$ cat src/rtl/mypipe_pkg.sv
// mypipe_pkg: shared widths and data type for the mypipe result collector.
package mypipe_pkg;
  localparam int N = 10;
  localparam int LAT = 3;
  localparam int DEPTH = 4;
  localparam int FW = $clog2(LAT + 1);
  localparam int LW = $clog2(DEPTH + 1);
  localparam int AW = $clog2(DEPTH);
  typedef logic [N-1:0] pipe_data_t;
endpackage

$ cat src/rtl/mypipe_result_collector_if.sv
// mypipe_result_collector_if: issue, pipe result, drain and status signals of the collector.
interface mypipe_result_collector_if;
  import mypipe_pkg::*;
  logic          issue_valid;
  logic          issue_ready;
  pipe_data_t    pipe_f;
  logic          out_valid;
  logic          out_ready;
  pipe_data_t    out_data;
  logic [FW-1:0] in_flight;
  logic [LW-1:0] level;
  logic          overflow;
  modport master (
    output issue_valid, pipe_f, out_ready,
    input  issue_ready, out_valid, out_data, in_flight, level, overflow
  );
  modport slave (
    input  issue_valid, pipe_f, out_ready,
    output issue_ready, out_valid, out_data, in_flight, level, overflow
  );
endinterface

$ cat src/rtl/mypipe_res_fifo.sv
// mypipe_res_fifo: first-word-fall-through result FIFO with a registered head that holds after the last pop.
module mypipe_res_fifo
  import mypipe_pkg::*;
(
  input  logic          clk,
  input  logic          rst_n,
  input  logic          push,
  input  logic          pop,
  input  pipe_data_t    din,
  output pipe_data_t    head,
  output logic          full,
  output logic          empty,
  output logic [LW-1:0] level
);
  pipe_data_t    mem_q [DEPTH];
  pipe_data_t    head_d, head_q;
  logic [AW-1:0] wr_q, rd_q, rd_d;
  logic [LW-1:0] level_d, level_q, kept;
  logic          do_push, do_pop;
  assign full = level_q == LW'(DEPTH);
  assign empty = level_q == '0;
  assign do_pop = pop & ~empty;
  assign do_push = push & (~full | do_pop);
  assign kept = level_q - LW'(do_pop);
  assign rd_d = rd_q + AW'(do_pop);
  assign level_d = kept + LW'(do_push);
  // Surviving entries win over the incoming word; an empty FIFO keeps the last popped value.
  assign head_d = kept != '0 ? mem_q[rd_d] : do_push ? din : head_q;
  assign head = head_q;
  assign level = level_q;
  always_ff @(posedge clk or negedge rst_n) begin
    if (!rst_n) begin
      wr_q <= '0;
      rd_q <= '0;
      level_q <= '0;
      head_q <= '0;
    end else begin
      wr_q <= wr_q + AW'(do_push);
      rd_q <= rd_d;
      level_q <= level_d;
      head_q <= head_d;
    end
  end
  always_ff @(posedge clk) begin
    if (do_push) mem_q[wr_q] <= din;
  end
endmodule

$ cat src/rtl/mypipe_result_collector.sv
// mypipe_result_collector: tracks valid mypipe slots, captures pipe_f at fixed latency and drains it under credit control.
module mypipe_result_collector
  import mypipe_pkg::*;
(
  input logic clk,
  input logic rst_n,
  mypipe_result_collector_if.slave bus
);
  logic [LAT-1:0] vld_q, vld_d;
  logic [FW-1:0]  in_flight_q, in_flight_d;
  logic [LW-1:0]  level;
  logic           overflow_q, overflow_d;
  logic           accept, capture, pop, full, empty;
  assign capture = vld_q[LAT-1];
  assign accept = bus.issue_valid & bus.issue_ready;
  assign pop = bus.out_valid & bus.out_ready;
  // Credits come from registered counts only, so a pop frees a slot one cycle later.
  assign bus.issue_ready = int'(in_flight_q) + int'(level) < DEPTH;
  assign vld_d = {vld_q[LAT-2:0], accept};
  assign in_flight_d = in_flight_q + FW'(accept) - FW'(vld_q[LAT-1]);
  assign overflow_d = overflow_q | (capture & full & ~pop);
  assign bus.out_valid = ~empty;
  assign bus.level = level;
  assign bus.in_flight = in_flight_q;
  assign bus.overflow = overflow_q;
  always_ff @(posedge clk or negedge rst_n) begin
    if (!rst_n) begin
      vld_q <= '0;
      in_flight_q <= '0;
      overflow_q <= 1'b0;
    end else begin
      vld_q <= vld_d;
      in_flight_q <= in_flight_d;
      overflow_q <= overflow_d;
    end
  end
  mypipe_res_fifo u_fifo (
    .clk   (clk),
    .rst_n (rst_n),
    .push  (capture),
    .pop   (pop),
    .din   (bus.pipe_f),
    .head  (bus.out_data),
    .full  (full),
    .empty (empty),
    .level (level)
  );
endmodule

$ cat src/flat_wrapper.sv
// flat-port wrapper written by rule: the top's interface ports become plain ports
module mypipe_result_collector_flat import mypipe_pkg::*;
  (clk, rst_n, bus_issue_valid, bus_pipe_f, bus_out_ready, bus_issue_ready, bus_out_valid, bus_out_data, bus_in_flight, bus_level, bus_overflow);
  mypipe_result_collector_if bus_i ();
  input logic clk;
  input logic rst_n;
  input wire logic [$bits(bus_i.issue_valid)-1:0] bus_issue_valid;
  input wire logic [$bits(bus_i.pipe_f)-1:0] bus_pipe_f;
  input wire logic [$bits(bus_i.out_ready)-1:0] bus_out_ready;
  output wire logic [$bits(bus_i.issue_ready)-1:0] bus_issue_ready;
  output wire logic [$bits(bus_i.out_valid)-1:0] bus_out_valid;
  output wire logic [$bits(bus_i.out_data)-1:0] bus_out_data;
  output wire logic [$bits(bus_i.in_flight)-1:0] bus_in_flight;
  output wire logic [$bits(bus_i.level)-1:0] bus_level;
  output wire logic [$bits(bus_i.overflow)-1:0] bus_overflow;
  assign bus_i.issue_valid = bus_issue_valid;
  assign bus_i.pipe_f = bus_pipe_f;
  assign bus_i.out_ready = bus_out_ready;
  assign bus_issue_ready = bus_i.issue_ready;
  assign bus_out_valid = bus_i.out_valid;
  assign bus_out_data = bus_i.out_data;
  assign bus_in_flight = bus_i.in_flight;
  assign bus_level = bus_i.level;
  assign bus_overflow = bus_i.overflow;
  mypipe_result_collector u_core (.clk(clk), .rst_n(rst_n), .bus(bus_i));
endmodule
$ cat config.mk
export PLATFORM = sky130hd
export DESIGN_NAME = mypipe_result_collector_flat
export DESIGN_NICKNAME = d
export VERILOG_FILES = /design/src/rtl/mypipe_pkg.sv /design/src/rtl/mypipe_result_collector_if.sv /design/src/rtl/mypipe_res_fifo.sv /design/src/rtl/mypipe_result_collector.sv /design/src/flat_wrapper.sv
export SDC_FILE = /design/constraint.sdc
export NUM_CORES = 1
export LEC_CHECK = 0
export BUFFER_PORTS_ARGS = -buffer_cell sky130_fd_sc_hd__buf_2
export CAP_MARGIN = 20
export CELL_PAD_IN_SITES_DETAIL_PLACEMENT = 0
export CELL_PAD_IN_SITES_GLOBAL_PLACEMENT = 2
export CORE_ASPECT_RATIO = 1.75
export CORE_MARGIN = 1.5
export CORE_UTILIZATION = 38
export CTS_CLUSTER_DIAMETER = 150
export CTS_CLUSTER_SIZE = 8
export DETAILED_ROUTE_END_ITERATION = 6
export PLACE_DENSITY = 0.74
export SETUP_SLACK_MARGIN = 0.5
export SYNTH_ARGS = -nofsm -noshare
export SYNTH_HDL_FRONTEND = slang
export SYNTH_SLANG_ARGS = --single-unit
export TNS_END_PERCENT = 30
$ cat constraint.sdc
create_clock -name clk -period 2.3 [get_ports clk]
set_input_delay 0.23 -clock clk [delete_from_list [all_inputs] [get_ports clk]]
set_output_delay 0.23 -clock clk [all_outputs]
set_load 0.01 [all_outputs]
==> metrics.md, run 1 <==
| Metric | Value |
|---|---|
| Outcome | `finished clean` |
| H-tree depth | `3` |
| Fmax | `473 MHz` |
| Antenna viol nets, final | `0` |
| Period minus WS final | `2.11 ns` |
| Post-Synth XOR/XNOR Area | `2.41%` |
| CP endpoint kind | `flop` |
| Die span in x | `64.8 um` |
| Gr ovfl total | `0` |
| Ant diodes | `0` |
| FF+latch count, synth | `63` |
| Post-Synth Adder-Cell Area | `3.94%` |
| Worst path arrival time | `2.31 ns` |
| HP Class | `input port to flop` |
| Netlist Area Pre-Place | `2540 um^2` |
| Final hold viol count | `0` |
| Antenna violations before repair | `0` |
| Drc violations | `0` |
| Worst-path fanout max | `4` |
| Drt total wl | `4960 um` |
| First-pass GRT wire length | `7770 um` |
| Post-Syn Instances | `148` |
| Core area | `6490 um^2` |
| Placed cell count | `261` |
| DR vias/cell | `4.82` |
| Clk_skew | `0.00535 ns` |
| Mux share of post-synthesis cell area | `12.8%` |
| CTS Buffer Depth | `2` |
| Final setup fails | `0` |
| Worst-skew pair later-pin latency | `0.32 ns` |
| Largest net degree at the start of global routing | `24` |
| Drt pass-1 iters | `4` |
| Io pins | `32` |
| Worst-margin pin slew | `0.632 ns` |
| Clk root buf | `clkbuf_16` |
| Clk sinks | `63` |
| Pins Over Slew Limit | `0` |
| Share of flip-flops with an asynchronous set or reset | `36.5%` |
| Simple-gate share of the synthesized area | `4.82%` |
| Layout cells sized above 1 | `44.5%` |
| Top FF cell, synth | `edfxtp_1` |
| Die height | `111 um` |
| Gr usage total | `15.3%` |
| Critical path type | `flop to flop` |
| RSZ-0062 raised after global routing | `true` |
| Power density cells | `1580 nW/um^2` |
| Initial DRC Count | `27` |
| Setup_tns | `0 ns` |
| Main combinational cell family by area after synthesis | `multiplexers` |
| Leak | `1.42 nW` |
| Initial Util | `39.2%` |
| DR vias | `1403` |
| Clock-pin slew on the worst setup and hold paths | `0.05 ns` |
| Sequential share of the synthesized area | `69.9%` |
| Number of global-route vias before repair | `1518` |
| Non-Filler Instances | `291` |
| Syn-to-layout area delta | `32.8%` |
| DR WL/cell | `17.0 um` |
| GP Congestion | `0.709` |
| Mapped Nets | `170` |
| Post-synth EDFFs | `40` |
| Synth cell types | `28` |
| FP Rows | `39` |
| HPWL after DPL | `3210 um` |
| Max_cap viols | `0` |
| Startpoint Class | `flop` |
| CTS tree | `built` |
| Total CTS buffers | `9` |
| Period utilization | `91.8%` |
| Worst EP required | `2.50 ns` |
| Nets | `226` |
| Synthesized area per cell | `17.2 um^2` |
| Die area | `7210 um^2` |
| Max_slew headroom | `57.7%` |
| Syn. warnings | `0` |
| I/O Buffers | `31` |
| Peak VDD IR | `0.968 mV` |
| Compound-gate portion of the synthesized area | `3.35%` |
flip-flops by register name, indices dropped and copies added (netlist names):
name,cells
u_core.u_fifo.mem_q,40
u_core.u_fifo.head,10
u_core.u_fifo.level,3
u_core.vld_q,3
u_core.bus.in_flight,2
u_core.u_fifo.rd_q,2
u_core.u_fifo.wr_q,2
u_core.bus.overflow,1
layer usage:
layer | GRT usage [%] | share of wire, % | vias to the layer above
met4 | 7.66 | 1.7 | 0
met1 | 16.4 | 37 | 687
li1 | - | - | 670
met5 | 0 | 0 | -
met2 | 27.2 | 57 | 39
met3 | 3.55 | 4.0 | 7
placed cells by master, fill, tap and decap left out, types with 2 or more instances in the layout:
cell type / n
buf_12: 3
buf_2: 32
buf_4: 14
bufinv_16: 2
clkbuf_16: 9
clkbuf_8: 3
dfrtp_1: 20
dfrtp_2: 3
edfxtp_1: 40
ha_1: 6
inv_1: 4
mux2i_1: 10
mux4_2: 10
nand2_1: 11
nand2b_1: 2
nor2_1: 2
o21ai_1: 9
xnor2_1: 4
metrics by stage:
| step | utilization [%] | power (W) | hold slack [ns] | cell area (um^2) | setup slack (ns) |
|---|---|---|---|---|---|
| finish | 52.0 | 0.00533 | 0.138 | 3380 | 0.188 |
| floorplan | - | 0.00299 | -0.0656 | 2590 | 0.164 |
| CTS | 50.9 | 0.00527 | 0.127 | 3300 | 0.184 |
| detailed placement | 43.9 | 0.00351 | 0.277 | 2850 | 0.115 |
| global route | 52.0 | 0.00565 | 0.145 | 3380 | 0.134 |
| global placement | 43.9 | 0.00346 | 0.257 | 2850 | 0.132 |
where the power goes:
part / internal, W / total [W] / switching (W)
Sequential: 0.00154 / 0.00173 / 0.000187
Combinational: 0.00114 / 0.00213 / 0.000994
Clock: 0.00103 / 0.00147 / 0.000433
Total: 0.00371 / 0.00533 / 0.00161
path summary, 6_finish.rpt:
| check | from | endpoint | slack [ns] | cells after the start |
|---|---|---|---|---|
| max in group asynchronous | rst_n | u_core.u_fifo.level[1] | 1.42 | 2 |
| min in group asynchronous | rst_n | u_core.u_fifo.head[4] | 0.45 | 2 |
| setup reg to reg | u_core.u_fifo.level[1] | u_core.u_fifo.head[7] | 0.19 | 8 |
| hold reg to reg | u_core.vld_q[0] | u_core.vld_q[1] | 0.35 | 0 |
| hold / removal | bus_pipe_f[9] | u_core.u_fifo.mem_q[3][9] | 0.14 | 1 |
| setup / recovery | u_core.u_fifo.level[1] | u_core.u_fifo.head[7] | 0.19 | 8 |
area by class of cell:
type                       instances  area, um^2
clock inverter                     3        65.1
multi-input combinational         73         782
inverter                           6        25.0
fill                             515        3110
tap                               82         103
sequential                        63        1780
clock buffer                      13         270
timing repair buffer              51         350
cell families (layout without fill, tap and decap cells):
logic type | count (synthesis) | count (layout)
compound gates | 14 | 14
xor+xnor | 7 | 7
fa+ha+maj | 8 | 8
buf+inv | 12 | 73
flops | 63 | 63
mux | 20 | 20
simple gates | 24 | 24
repair_timing:
action | CTS | global route
endpoints found under the setup margin | 41 | 45
hold buffers | 1 | 0
cloned | 0 | 1
hold endpoints to repair | 23 | 0
gates resized for setup | 5 | 9
setup buffers | 9 | 3
pin swaps | 4 | 4
critical path, cell delays in order, from the launching register on:
cell and delay (ns):
dfrtp_2 0.40, or3_4 0.40, nand2_4 0.09, inv_4 0.04
ha_4 0.30, buf_12 0.12, mux4_2 0.50, nand2_1 0.08
o21ai_1 0.06
cell usage after synthesis, types with 3 or more instances:
cell	number	area, um^2
nand2b_1	3	18.8
inv_1	5	18.8
xnor2_1	5	43.8
nand2_1	12	45.0
dfrtp_1	23	576
o21ai_1	6	30.0
edfxtp_1	40	1200
ha_1	8	100
mux2i_1	10	100
nor2_1	3	11.3
o21ai_0	4	20.0
mux4_2	10	225
No activity file was read; power rests on OpenSTA's default activity.
==> run 2, diff against run 1 <==
--- a/config.mk
+++ b/config.mk
@@ -7,7 +7,7 @@
 export LEC_CHECK = 0
 export BUFFER_PORTS_ARGS = -buffer_cell sky130_fd_sc_hd__buf_2
 export CAP_MARGIN = 20
-export CELL_PAD_IN_SITES_DETAIL_PLACEMENT = 0
+export CELL_PAD_IN_SITES_DETAIL_PLACEMENT = 1
 export CELL_PAD_IN_SITES_GLOBAL_PLACEMENT = 2
 export CORE_ASPECT_RATIO = 1.75
 export CORE_MARGIN = 1.5
@@ -17,6 +17,7 @@
 export DETAILED_ROUTE_END_ITERATION = 6
 export PLACE_DENSITY = 0.74
 export SETUP_SLACK_MARGIN = 0.5
+export SLEW_MARGIN = 20
 export SYNTH_ARGS = -nofsm -noshare
 export SYNTH_HDL_FRONTEND = slang
 export SYNTH_SLANG_ARGS = --single-unit
==> metrics.md, run 2 (synthesis gave the netlist of run 1 again) <==
| Metric | Value |
|---|---|
| Max_slew headroom | `58.4%` |
| Share of power burned in registers | `33.3%` |
| Largest net degree at the start of global routing | `24` |
| Outcome | `finished clean` |
| Utilization after layout | `51.7%` |
| Worst-skew pair later-pin latency | `0.33 ns` |
| HP Class | `input port to flop` |
| Antenna viol nets, final | `0` |
| Initial DRC Count | `38` |
| Hold slack | `0.136 ns` |
| Die height | `111 um` |
| Leak | `1.39 nW` |
| Net Switching | `0.00172 W` |
| Top Usage Layer GRT | `met2` |
| Pins Over Slew Limit | `0` |
| Biggest register | `u_core.u_fifo.mem_q` |
| Worst-margin pin slew | `0.621 ns` |
| Drc violations | `0` |
| Final hold viol count | `0` |
| Clk root buf | `clkbuf_16` |
| I/O Buffers | `31` |
| Setup_tns | `0 ns` |
| Crit-path slowest cell | `mux4_2` |
| Startpoint Class | `flop` |
| CTS tree | `built` |
| Power density cells | `1570 nW/um^2` |
| Period minus WS final | `2.12 ns` |
| Number of global-route vias before repair | `1660` |
| Grt met1 use | `19.1%` |
| RSZ-0062 raised after global routing | `true` |
| Ant diodes | `0` |
| Max_cap viols | `0` |
| CTS Buffer Depth | `2` |
| Io pins | `32` |
| CP endpoint kind | `flop` |
| DR vias/cell | `5.03` |
| Clk sinks | `63` |
| R2R setup slack | `0.18 ns` |
| Largest register FFs | `40` |
| Die span in x | `64.8 um` |
| Drt total wl | `5600 um` |
| Placed cell count | `261` |
| Worst-path cell chain | `or3_4 > nand2_4 > inv_4 > ha_4 > buf_4 > mux4_2 > nand2_2 > o21ai_1` |
| DR WL/cell | `19.4 um` |
| Layout cells sized above 1 | `45.9%` |
| Die area | `7210 um^2` |
| Critical path type | `flop to flop` |
| Period utilization | `92.0%` |
| Most frequent cells in the layout | `edfxtp_1 (40), buf_2 (31), dfrtp_1 (20)` |
| Peak VDD IR | `1.05 mV` |
| Antenna violations before repair | `0` |
| Worst EP required | `2.51 ns` |
| Gr ovfl total | `0` |
| Critical path's largest stage delay | `0.51 ns` |
| Met3 Track Usage GR | `4.67%` |
| Sw Share | `32.8%` |
| GP Congestion | `0.709` |
| # fillers | `624` |
| First-pass GRT wire length | `9060 um` |
| Gate power share | `42.5%` |
| Drt pass-1 iters | `4` |
| Clk network pwr share | `24.1%` |
| Clock-pin slew on the worst setup and hold paths | `0.05 ns` |
| H-tree depth | `3` |
| FP Rows | `39` |
| Final setup fails | `0` |
| Clk_skew | `0.00441 ns` |
| Worst-path fanout max | `3` |
| DR vias | `1453` |
| Most common cell after layout, fill and taps aside | `edfxtp_1` |
| Nets | `224` |
| Grt met2 use | `31.5%` |
| Initial Util | `39.2%` |
| HPWL after DPL | `3690 um` |
| Fmax | `473 MHz` |
| Internal | `0.00354 W` |
| Core area | `6490 um^2` |
| Worst path arrival time | `2.32 ns` |
| Non-Filler Instances | `289` |
| Syn-to-layout area delta | `32.1%` |
| Gr usage total | `17.8%` |
| Total CTS buffers | `9` |
[run 2: changes by cell type in the layout (fill, tap and decap cells not counted), moves of 2 or more]
| cell | before | now |
|---|---|---|
| clkbuf_8 | 3 | 0 |
| clkinv_1 | 0 | 3 |
| buf_4 | 14 | 12 |
| buf_6 | 0 | 2 |
| ha_4 | 1 | 3 |
| nand2_1 | 11 | 9 |
| nand2_2 | 0 | 2 |
[run 2: power groups by stage]
stage / combinational [W] / sequential, W / clock, W
floorplan: 0.00120 / 0.00179 / 0
global placement: 0.00172 / 0.00175 / 0
detailed placement: 0.00180 / 0.00177 / 0
CTS: 0.00206 / 0.00174 / 0.00130
global route: 0.00245 / 0.00179 / 0.00134
finish: 0.00224 / 0.00175 / 0.00127
[run 2: path summary, 6_finish.rpt]
kind / start / end / depth (start not counted)
setup / recovery: u_core.u_fifo.level[1] / u_core.u_fifo.head[9] / 8
hold / removal: bus_pipe_f[9] / u_core.u_fifo.mem_q[1][9] / 1
setup reg to reg: u_core.u_fifo.level[1] / u_core.u_fifo.head[9] / 8
hold reg to reg: u_core.vld_q[1] / u_core.vld_q[2] / 0
max in group asynchronous: rst_n / u_core.u_fifo.level[2] / 2
min in group asynchronous: rst_n / u_core.u_fifo.head[6] / 2
[run 2: area by class of cell]
class,count,area (um^2),share of cell area (%)
Clock buffer,10,229,6.82
Sequential cell,63,1780,53.0
Clock inverter,6,51.3,1.53
Tap cell,82,103,3.06
Timing Repair Buffer,49,338,10.1
Multi-Input combinational cell,73,832,24.8
Inverter,6,25.0,0.745
[run 2: worst max-delay path, delay by kind of cell (launching register included)]
family | cells | cell delay, ns
AOI/OAI and AO/OA | 1 | 0.06
adders and majority gates | 1 | 0.30
buffers and inverters | 2 | 0.16
DFF | 1 | 0.40
muxes | 1 | 0.51
and+or+nand+nor | 3 | 0.56
[run 2: repair_timing]
item                                    CTS  global route
resized for setup                         4            17
hold buffers                              1             0
buffers inserted                          7             4
endpoints found under the setup margin   43            45
endpoints found under the hold margin    23             0
pin swaps                                 8            12
[run 2: per-stage QoR]
| step | worst slack [ns] | cell area (um^2) | power [W] |
|---|---|---|---|
| final | 0.184 | 3360 | 0.00526 |
| after global routing | 0.0990 | 3360 | 0.00559 |
| after CTS | 0.173 | 3230 | 0.00509 |
| after detailed placement | 0.0796 | 2850 | 0.00357 |
| after global placement | 0.132 | 2850 | 0.00346 |
| after floorplan | 0.164 | 2590 | 0.00299 |
[run 2: metal layers]
metal | wire [um] | part of all wire, % | vias up
met5 | 0 | 0 | -
met4 | 132 | 2.4 | 0
met3 | 221 | 3.9 | 10
met2 | 3220 | 58 | 36
met1 | 2020 | 36 | 744
li1 | - | - | 663
